File: src/rtl/shift_unit_if.sv
// Request/response bundle between a shift requester and shift_unit.
// The requester drives the operation fields and start; the unit returns result, busy and done.
interface shift_unit_if #(
    parameter int WIDTH = 32
);
    logic             start;
    logic [2:0]       op;
    logic [WIDTH-1:0] data_in;
    logic [4:0]       shamt;
    logic [WIDTH-1:0] result;
    logic             busy;
    logic             done;

    modport master (
        output start,
        output op,
        output data_in,
        output shamt,
        input  result,
        input  busy,
        input  done
    );

    modport slave (
        input  start,
        input  op,
        input  data_in,
        input  shamt,
        output result,
        output busy,
        output done
    );
endinterface

File: src/rtl/shift_unit.sv
// Multi-cycle barrel-less shifter: one bit position per clock, IDLE -> SHIFT -> DONE.
// Only WIDTH=32 is supported; the shift count is fixed at 5 bits.
module shift_unit #(
    parameter int WIDTH = 32
) (
    input  logic         clk,
    input  logic         reset_n,
    shift_unit_if.slave  bus
);

    localparam logic [1:0] ST_IDLE  = 2'b00;
    localparam logic [1:0] ST_SHIFT = 2'b01;
    localparam logic [1:0] ST_DONE  = 2'b10;

    localparam logic [2:0] OP_SLL = 3'b000;
    localparam logic [2:0] OP_SRL = 3'b001;
    localparam logic [2:0] OP_SRA = 3'b010;
    localparam logic [2:0] OP_ROR = 3'b011;
    localparam logic [2:0] OP_ROL = 3'b100;

    logic [1:0]       state_r;
    logic [1:0]       state_s;
    logic [WIDTH-1:0] result_r;
    logic [WIDTH-1:0] result_s;
    logic [2:0]       op_r;
    logic [2:0]       op_s;
    logic [4:0]       count_r;
    logic [4:0]       count_s;
    logic             busy_r;
    logic             done_r;

    // Single-bit step of the selected operation; codes 101..111 leave the value untouched.
    function automatic logic [WIDTH-1:0] step_one(input logic [2:0] op_v,
                                                  input logic [WIDTH-1:0] r_v);
        logic [WIDTH-1:0] s_v;
        case (op_v)
            OP_SLL:  s_v = {r_v[WIDTH-2:0], 1'b0};
            OP_SRL:  s_v = {1'b0, r_v[WIDTH-1:1]};
            OP_SRA:  s_v = {r_v[WIDTH-1], r_v[WIDTH-1:1]};
            OP_ROR:  s_v = {r_v[0], r_v[WIDTH-1:1]};
            OP_ROL:  s_v = {r_v[WIDTH-2:0], r_v[WIDTH-1]};
            default: s_v = r_v;
        endcase
        return s_v;
    endfunction

    // Next-state and datapath update; start is only looked at while idle.
    always_comb begin
        state_s  = state_r;
        result_s = result_r;
        op_s     = op_r;
        count_s  = count_r;
        case (state_r)
            ST_IDLE: begin
                if (bus.start) begin
                    result_s = bus.data_in;
                    op_s     = bus.op;
                    count_s  = bus.shamt;
                    if (bus.shamt != 5'd0) begin
                        state_s = ST_SHIFT;
                    end else begin
                        state_s = ST_DONE;
                    end
                end else begin
                    state_s = ST_IDLE;
                end
            end
            ST_SHIFT: begin
                result_s = step_one(op_r, result_r);
                count_s  = count_r - 5'd1;
                if (count_r == 5'd1) begin
                    state_s = ST_DONE;
                end else begin
                    state_s = ST_SHIFT;
                end
            end
            ST_DONE: begin
                state_s = ST_IDLE;
            end
            default: begin
                // Unreachable encoding: fall back to idle without producing a done pulse.
                state_s = ST_IDLE;
                count_s = 5'd0;
            end
        endcase
    end

    // State, operand and output registers; busy/done are registered from the next state.
    always_ff @(posedge clk or negedge reset_n) begin
        if (!reset_n) begin
            state_r  <= ST_IDLE;
            result_r <= {WIDTH{1'b0}};
            op_r     <= 3'b000;
            count_r  <= 5'd0;
            busy_r   <= 1'b0;
            done_r   <= 1'b0;
        end else begin
            state_r  <= state_s;
            result_r <= result_s;
            op_r     <= op_s;
            count_r  <= count_s;
            busy_r   <= (state_s != ST_IDLE);
            done_r   <= (state_s == ST_DONE);
        end
    end

    assign bus.result = result_r;
    assign bus.busy   = busy_r;
    assign bus.done   = done_r;

endmodule

File: src/flat_wrapper.sv
// flat-port wrapper written by rule: the top's interface ports become plain ports
module shift_unit_flat 
#(
    parameter int WIDTH = 32
)
  (clk, reset_n, bus_start, bus_op, bus_data_in, bus_shamt, bus_result, bus_busy, bus_done);
  shift_unit_if #(.WIDTH(WIDTH)) bus_i ();
  input  logic clk;
  input  logic reset_n;
  input wire logic [$bits(bus_i.start)-1:0] bus_start;
  input wire logic [$bits(bus_i.op)-1:0] bus_op;
  input wire logic [$bits(bus_i.data_in)-1:0] bus_data_in;
  input wire logic [$bits(bus_i.shamt)-1:0] bus_shamt;
  output wire logic [$bits(bus_i.result)-1:0] bus_result;
  output wire logic [$bits(bus_i.busy)-1:0] bus_busy;
  output wire logic [$bits(bus_i.done)-1:0] bus_done;
  assign bus_i.start = bus_start;
  assign bus_i.op = bus_op;
  assign bus_i.data_in = bus_data_in;
  assign bus_i.shamt = bus_shamt;
  assign bus_result = bus_i.result;
  assign bus_busy = bus_i.busy;
  assign bus_done = bus_i.done;
  shift_unit #(.WIDTH(WIDTH)) u_core (.clk(clk), .reset_n(reset_n), .bus(bus_i));
endmodule
File: config.mk
export PLATFORM = sky130hd
export DESIGN_NAME = shift_unit_flat
export DESIGN_NICKNAME = d
export VERILOG_FILES = /design/src/rtl/shift_unit_if.sv /design/src/rtl/shift_unit.sv /design/src/flat_wrapper.sv
export SDC_FILE = /design/constraint.sdc
export NUM_CORES = 1
export LEC_CHECK = 0
export BUFFER_PORTS_ARGS = -buffer_cell sky130_fd_sc_hd__buf_4
export CORE_ASPECT_RATIO = 2
export CORE_MARGIN = 10
export CORE_UTILIZATION = 30
export CTS_CLUSTER_SIZE = 40
export DETAILED_ROUTE_END_ITERATION = 8
export SYNTH_ARGS = -nofsm -noshare
export SYNTH_HDL_FRONTEND = slang
export SYNTH_SLANG_ARGS = --single-unit
File: constraint.sdc
create_clock -name clk -period 1.5 [get_ports clk]
set_input_delay 0.075 -clock clk [delete_from_list [all_inputs] [get_ports clk]]
set_output_delay 0.075 -clock clk [all_outputs]
set_load 0.05 [all_outputs]
# Yosys cells after proc, flatten, opt, wreduce, memory -nomap -nowiden
# Cells that the tools add are included.
# totals
regBits,44
in_bits,43
output_inout_bits,34
word_cells,39
# classes
add_sub_neg,1
n_eq_ne,12
muxes,9
n_bitwise,1
reduce_logical,9
# op_table
cell,n
32-bit case mux with 5 select lines,1
32-bit case mux with 2 select lines,1
32-bit 2-to-1 mux,1
5-bit case mux with 3 select lines,1
3-bit by 2-bit == test with 1-bit output (second input constant),2
2-bit 2-to-1 mux,3
6-bit != test (second input constant),1
5-bit by 1-bit == test with 1-bit output (second input constant),1
5-bit 2-to-1 mux,1
5-bit != test (second input constant),1
5-bit nonzero test,1
5-bit by 1-bit subtractor with 5-bit output (second input constant),1
2-bit == test (second input constant),2
2-bit != test (second input constant),2
2-bit case mux with 2 select lines,1
2-bit AND reduction,2
4-bit AND reduction,1
2-bit nonzero test,2
3-bit by 1-bit == test with 1-bit output (second input constant),1
3-bit == test (second input constant),1
3-bit logical NOT,1
3-bit AND reduction,1
2-bit by 1-bit == test with 1-bit output (second input constant),1
2-bit logical NOT,1
1-bit inverter,1

# Depth between registers and ports, before layout
# logic_depth
word_depth,5
ltp_mapped,5
depth_no_buf,5

# Least setup slack after synthesis
# OpenSTA, ideal clock, no wires.
# synth_path
path_type,reg2reg
start,"reg u_core.result_r[1], in the netlist u_core.bus.result[1]"
end,"reg u_core.result_r[0], in the netlist u_core.bus.result[0]"
setup_ps,95
arrival_time_ps,1231
required_ps,1405
setup_slack_ps,173
stages_incl_launch_ff,4
path_buffers,0
period_less_slack_ps,1327
cell_sequence,dfrtp_1 -> inv_1 -> o311a_1 -> o31ai_1
# synth_between
elab_chain_cells,2
# synth_lines
item,line_no,source
"start, declared",shift_unit.sv:23,logic [WIDTH-1:0] result_r;
"start signal, assigned",shift_unit.sv:92,result_r <= {WIDTH{1'b0}};
"start signal, assigned",shift_unit.sv:99,result_r <= result_s;
32-bit case mux with 5 select lines,shift_unit.sv:36,case (op_v)
32-bit case mux with 2 select lines,shift_unit.sv:53,case (state_r)
# Every way passes these cells.
# A chain may end at the register's enable or synchronous reset.

# Worst setup path after layout
# layout_path
start,reg u_core.state_r[0]
end,"reg u_core.result_r[31], in the netlist u_core.bus.result[31]"
# layout_between
elab_chain_cells,3
elab_cells_between_ends,8
classes_between,4 x eq/ne; 1 x mux; 3 x reduce/logical
# layout_lines
item,line_no,source
"start, declared",shift_unit.sv:21,logic [1:0] state_r;
"start signal, assigned",shift_unit.sv:98,state_r <= state_s;
2-bit by 1-bit == test with 1-bit output or 2-bit logical NOT (tied branches),shift_unit.sv:53,
"5-bit != test (no line), or another cell as far along",n/a,
4-bit AND reduction (no line),n/a,
# Several ways; a longest one is shown, not always the timed one.

==> flow_summary_export.csv <==
group,metric,value,unit
worst_setup_path,required,1.66,ns
routing,antenna_left,0,
floorplanning,die_x,84.47,um
timing,grt_setup_unrepaired,"no",
floorplanning,rows,47,
floorplanning,ioPinCount,77,
global_route,grt_max_degree,45,
cells_and_area,layout-drive-gt1-share,0.2902,
logic_synthesis,synth_top_cell_by_area,"dfrtp_1",
routing,totalWireLength,8320,um
routing,initialDrtViolationCount,197,
min_path,whs_path_depth,2,
logic_synthesis,synth_edf_count,0,
clocking,cts_buffer_depth,2,
worst_setup_path,end_kind,"register",
worst_setup_path,rrSetupSlack,0.08,ns
logic_synthesis,ys_async_sr_fraction,1.000,
worst_setup_path,regToRegEndpoint,"u_core.bus.result[31]$_DFFE_PN0P_",
routing,wire_per_inst,17.19,um
clocking,clk_pin_slew,0.06,ns
logic_synthesis,yosysWarnings,0,
timing,post-route-min-period,1.420,ns
routing,drc,0,
clocking,clock-sinks,44,
logic_synthesis,synth_area,2494,um^2
worst_setup_path,crit_chain,"buf_4 -> nor2b_1 -> a21oi_1 -> o21ai_0 -> o41ai_2",
place,place_hpwl,6354,um
timing,setup_violations,0,
timing,fin_setup_tns,0,ns
place,port-buffer-count,76,
place,gp_congestion,0.8418,
clocking,root_buffer,"clkbuf_16",
floorplanning,initial_core_util,0.3051,
cells_and_area,area_delta_synth_final,37.98,%
floorplanning,die_area,12580,um^2
cells_and_area,n_antenna_cell,0,
place,dpl_cell_area,3272,um^2
logic_synthesis,synth_ff_type,"dfrtp_1",
job,cap_violations,0,
worst_setup_path,cp_data_arrival_time,1.59,ns
cells_and_area,final_nets,431,
logic_synthesis,synth_top_area_frac,0.4415,
clocking,cts_max_level,2,
min_path,hp-class,"in2reg",
routing,route.vias.total,2503,
logic_synthesis,ys_top_cells_by_area,"dfrtp_1, nand2_1, o21ai_1",
global_route,grt_antenna_before_repair,0,
logic_synthesis,synth_nets,351,
global_route,grt_usage,0.1296,
worst_setup_path,critPathSlowestCell,"dfrtp_1",
timing,worst_pin_slew,0.6000,ns
timing,max_clock_freq,0.7041,GHz
status,status,"completed",
timing,maxSlewHeadroom,0.6000,
timing,fin_skew,0.002237,ns
worst_setup_path,startpoint_type,"register",
logic_synthesis,post_synth.cell_area_avg,8.149,um^2
routing,drt-vias-per-instance,5.171,
timing,drv_slew,0,
floorplanning,die_h,148.9,um
global_route,overflow,0,
clocking,post_cts_buffers,0,
worst_setup_path,path_max_fanout,11,
min_path,hold_path_startpoint,"bus_op[2]",
logic_synthesis,synth_cell_types,38,
timing,fin_crit_sh,0.9469,
worst_setup_path,r2r_cells,5,
min_path,hold_path_end,"u_core.op_r[2]$_DFFE_PN0P_",
global_route,grt_pass1_vias,2629,
worst_setup_path,critical_path_class,"reg2reg",
cells_and_area,final_area,3441,um^2
logic_synthesis,synthCells,306,
worst_setup_path,reg2reg_from,"u_core.state_r[0]$_DFF_PN0_",
clocking,cts_tree,"yes",
logic_synthesis,yosysSeqAreaShare,0.4415,
timing,finalHoldViolCount,0,
logic_synthesis,synth_seq_cells,44,
floorplanning,core,8174,um^2
clocking,numCtsBuffers,5,
worst_setup_path,max_stage_delay,0.42,ns
routing,firstDrtPassIters,4,
clocking,clk_latency,0.29,ns
global_route,grt_first_pass_wirelength,13320,um
## sequential cells by signal, indices dropped and copies added, names as in the netlist
signal             flops
u_core.bus.result     32
u_core.bus.busy        1
u_core.state_r         2
u_core.bus.done        1
u_core.op_r            3
u_core.count_r         5
## worst max-delay path, delay by kind of cell (launching register included)
family,cells,cell delay [ns]
AO/OA/AOI/OAI,3,0.41
flip-flops,1,0.42
AND/OR/NAND/NOR,1,0.27
buffers and inverters,1,0.20
## worst max-delay path by stage
| stage | start | to | slack [ns] | cells past startpoint |
|---|---|---|---|---|
| after floorplan | u_core.bus.result[1]$_DFFE_PN0P_ | u_core.bus.result[0]$_DFFE_PN0P_ | 0.17 | 3 |
| after global placement | u_core.state_r[1]$_DFF_PN0_ | u_core.op_r[1]$_DFFE_PN0P_ | 0.1 | 4 |
| after detailed placement | u_core.state_r[1]$_DFF_PN0_ | u_core.op_r[1]$_DFFE_PN0P_ | 0.06 | 4 |
| after CTS | u_core.state_r[1]$_DFF_PN0_ | u_core.op_r[0]$_DFFE_PN0P_ | 0.05 | 4 |
| after global routing | u_core.state_r[0]$_DFF_PN0_ | u_core.bus.result[31]$_DFFE_PN0P_ | 0.006 | 5 |
| final | u_core.state_r[0]$_DFF_PN0_ | u_core.bus.result[31]$_DFFE_PN0P_ | 0.08 | 5 |
## layer usage
layer,share of wire,GRT usage,vias up,wire [um]
met2,0.57,0.2416,65,4749
met1,0.36,0.1309,1222,2978
met3,0.046,0.03446,14,385
met4,0.025,0.05381,0,207
met5,0,0,-,0
li1,-,-,1202,-
## cell type report
cell class	count	area [um^2]
fillers	848	4733
multi-input cells	236	1275
flip-flops and latches	44	1101
repair buffers	94	770.7
clock buffers	7	152.6
well taps	98	122.6
inverters	5	18.77
## cell usage in the layout (no fill, tap or decap), types with 3 or more instances in the layout
master,n
o21ai_1,53
dfrtp_1,44
buf_12,5
buf_4,88
nor2_1,6
mux2_1,3
inv_1,5
o21ai_0,9
nand2_1,95
a21oi_1,5
o21bai_2,3
clkbuf_16,5
and3_1,29
## stage by stage
step / instances / hold WS (ns) / worst slack, ns / utilization
2_1_floorplan: 306 / -0.2206 / 0.1732 / -
3_3_place_gp: 476 / 0.1324 / 0.09901 / 0.4003
3_5_place_dp: 476 / 0.1302 / 0.05943 / 0.4003
4_1_cts: 484 / 0.001281 / 0.04960 / 0.4202
5_1_grt: 484 / 0.004351 / 0.005847 / 0.4209
6_report: 484 / 0.005881 / 0.07972 / 0.4209
## Yosys cell counts, types with 3 or more instances
cell and number:
nand2_1 95, o21bai_1 3, o21ai_1 53, dfrtp_1 44
o21ai_0 9, a21oi_1 5, clkbuf_1 3, nor2b_1 3
buf_2 11, and3_1 29, inv_1 5, nor2_1 7
mux2_1 3, buf_4 5
## cells by family (layout without fill, tap and decap cells)
group                      after synthesis  in the layout  synth area share
and+or+nand+nor                        143            143            0.2609
AOI/OAI and AO/OA                       82             82            0.1952
DFF                                     44             44            0.4415
buffers and inverters                   26            106           0.05569
muxes                                    6              6           0.02609
xor gates and xnor gates                 3              3           0.01054
adders and majority gates                2              2           0.01003
## timing repair
item / CTS / global route
gates resized for setup: 0 / 2
endpoints found under the hold margin: 44 / 0
setup endpoints to repair: 0 / 11
hold buffers: 1 / 0
Power is left out: the tool's default activity adds up to more than one toggle a clock period on the data nets, which glitch-free logic cannot reach.
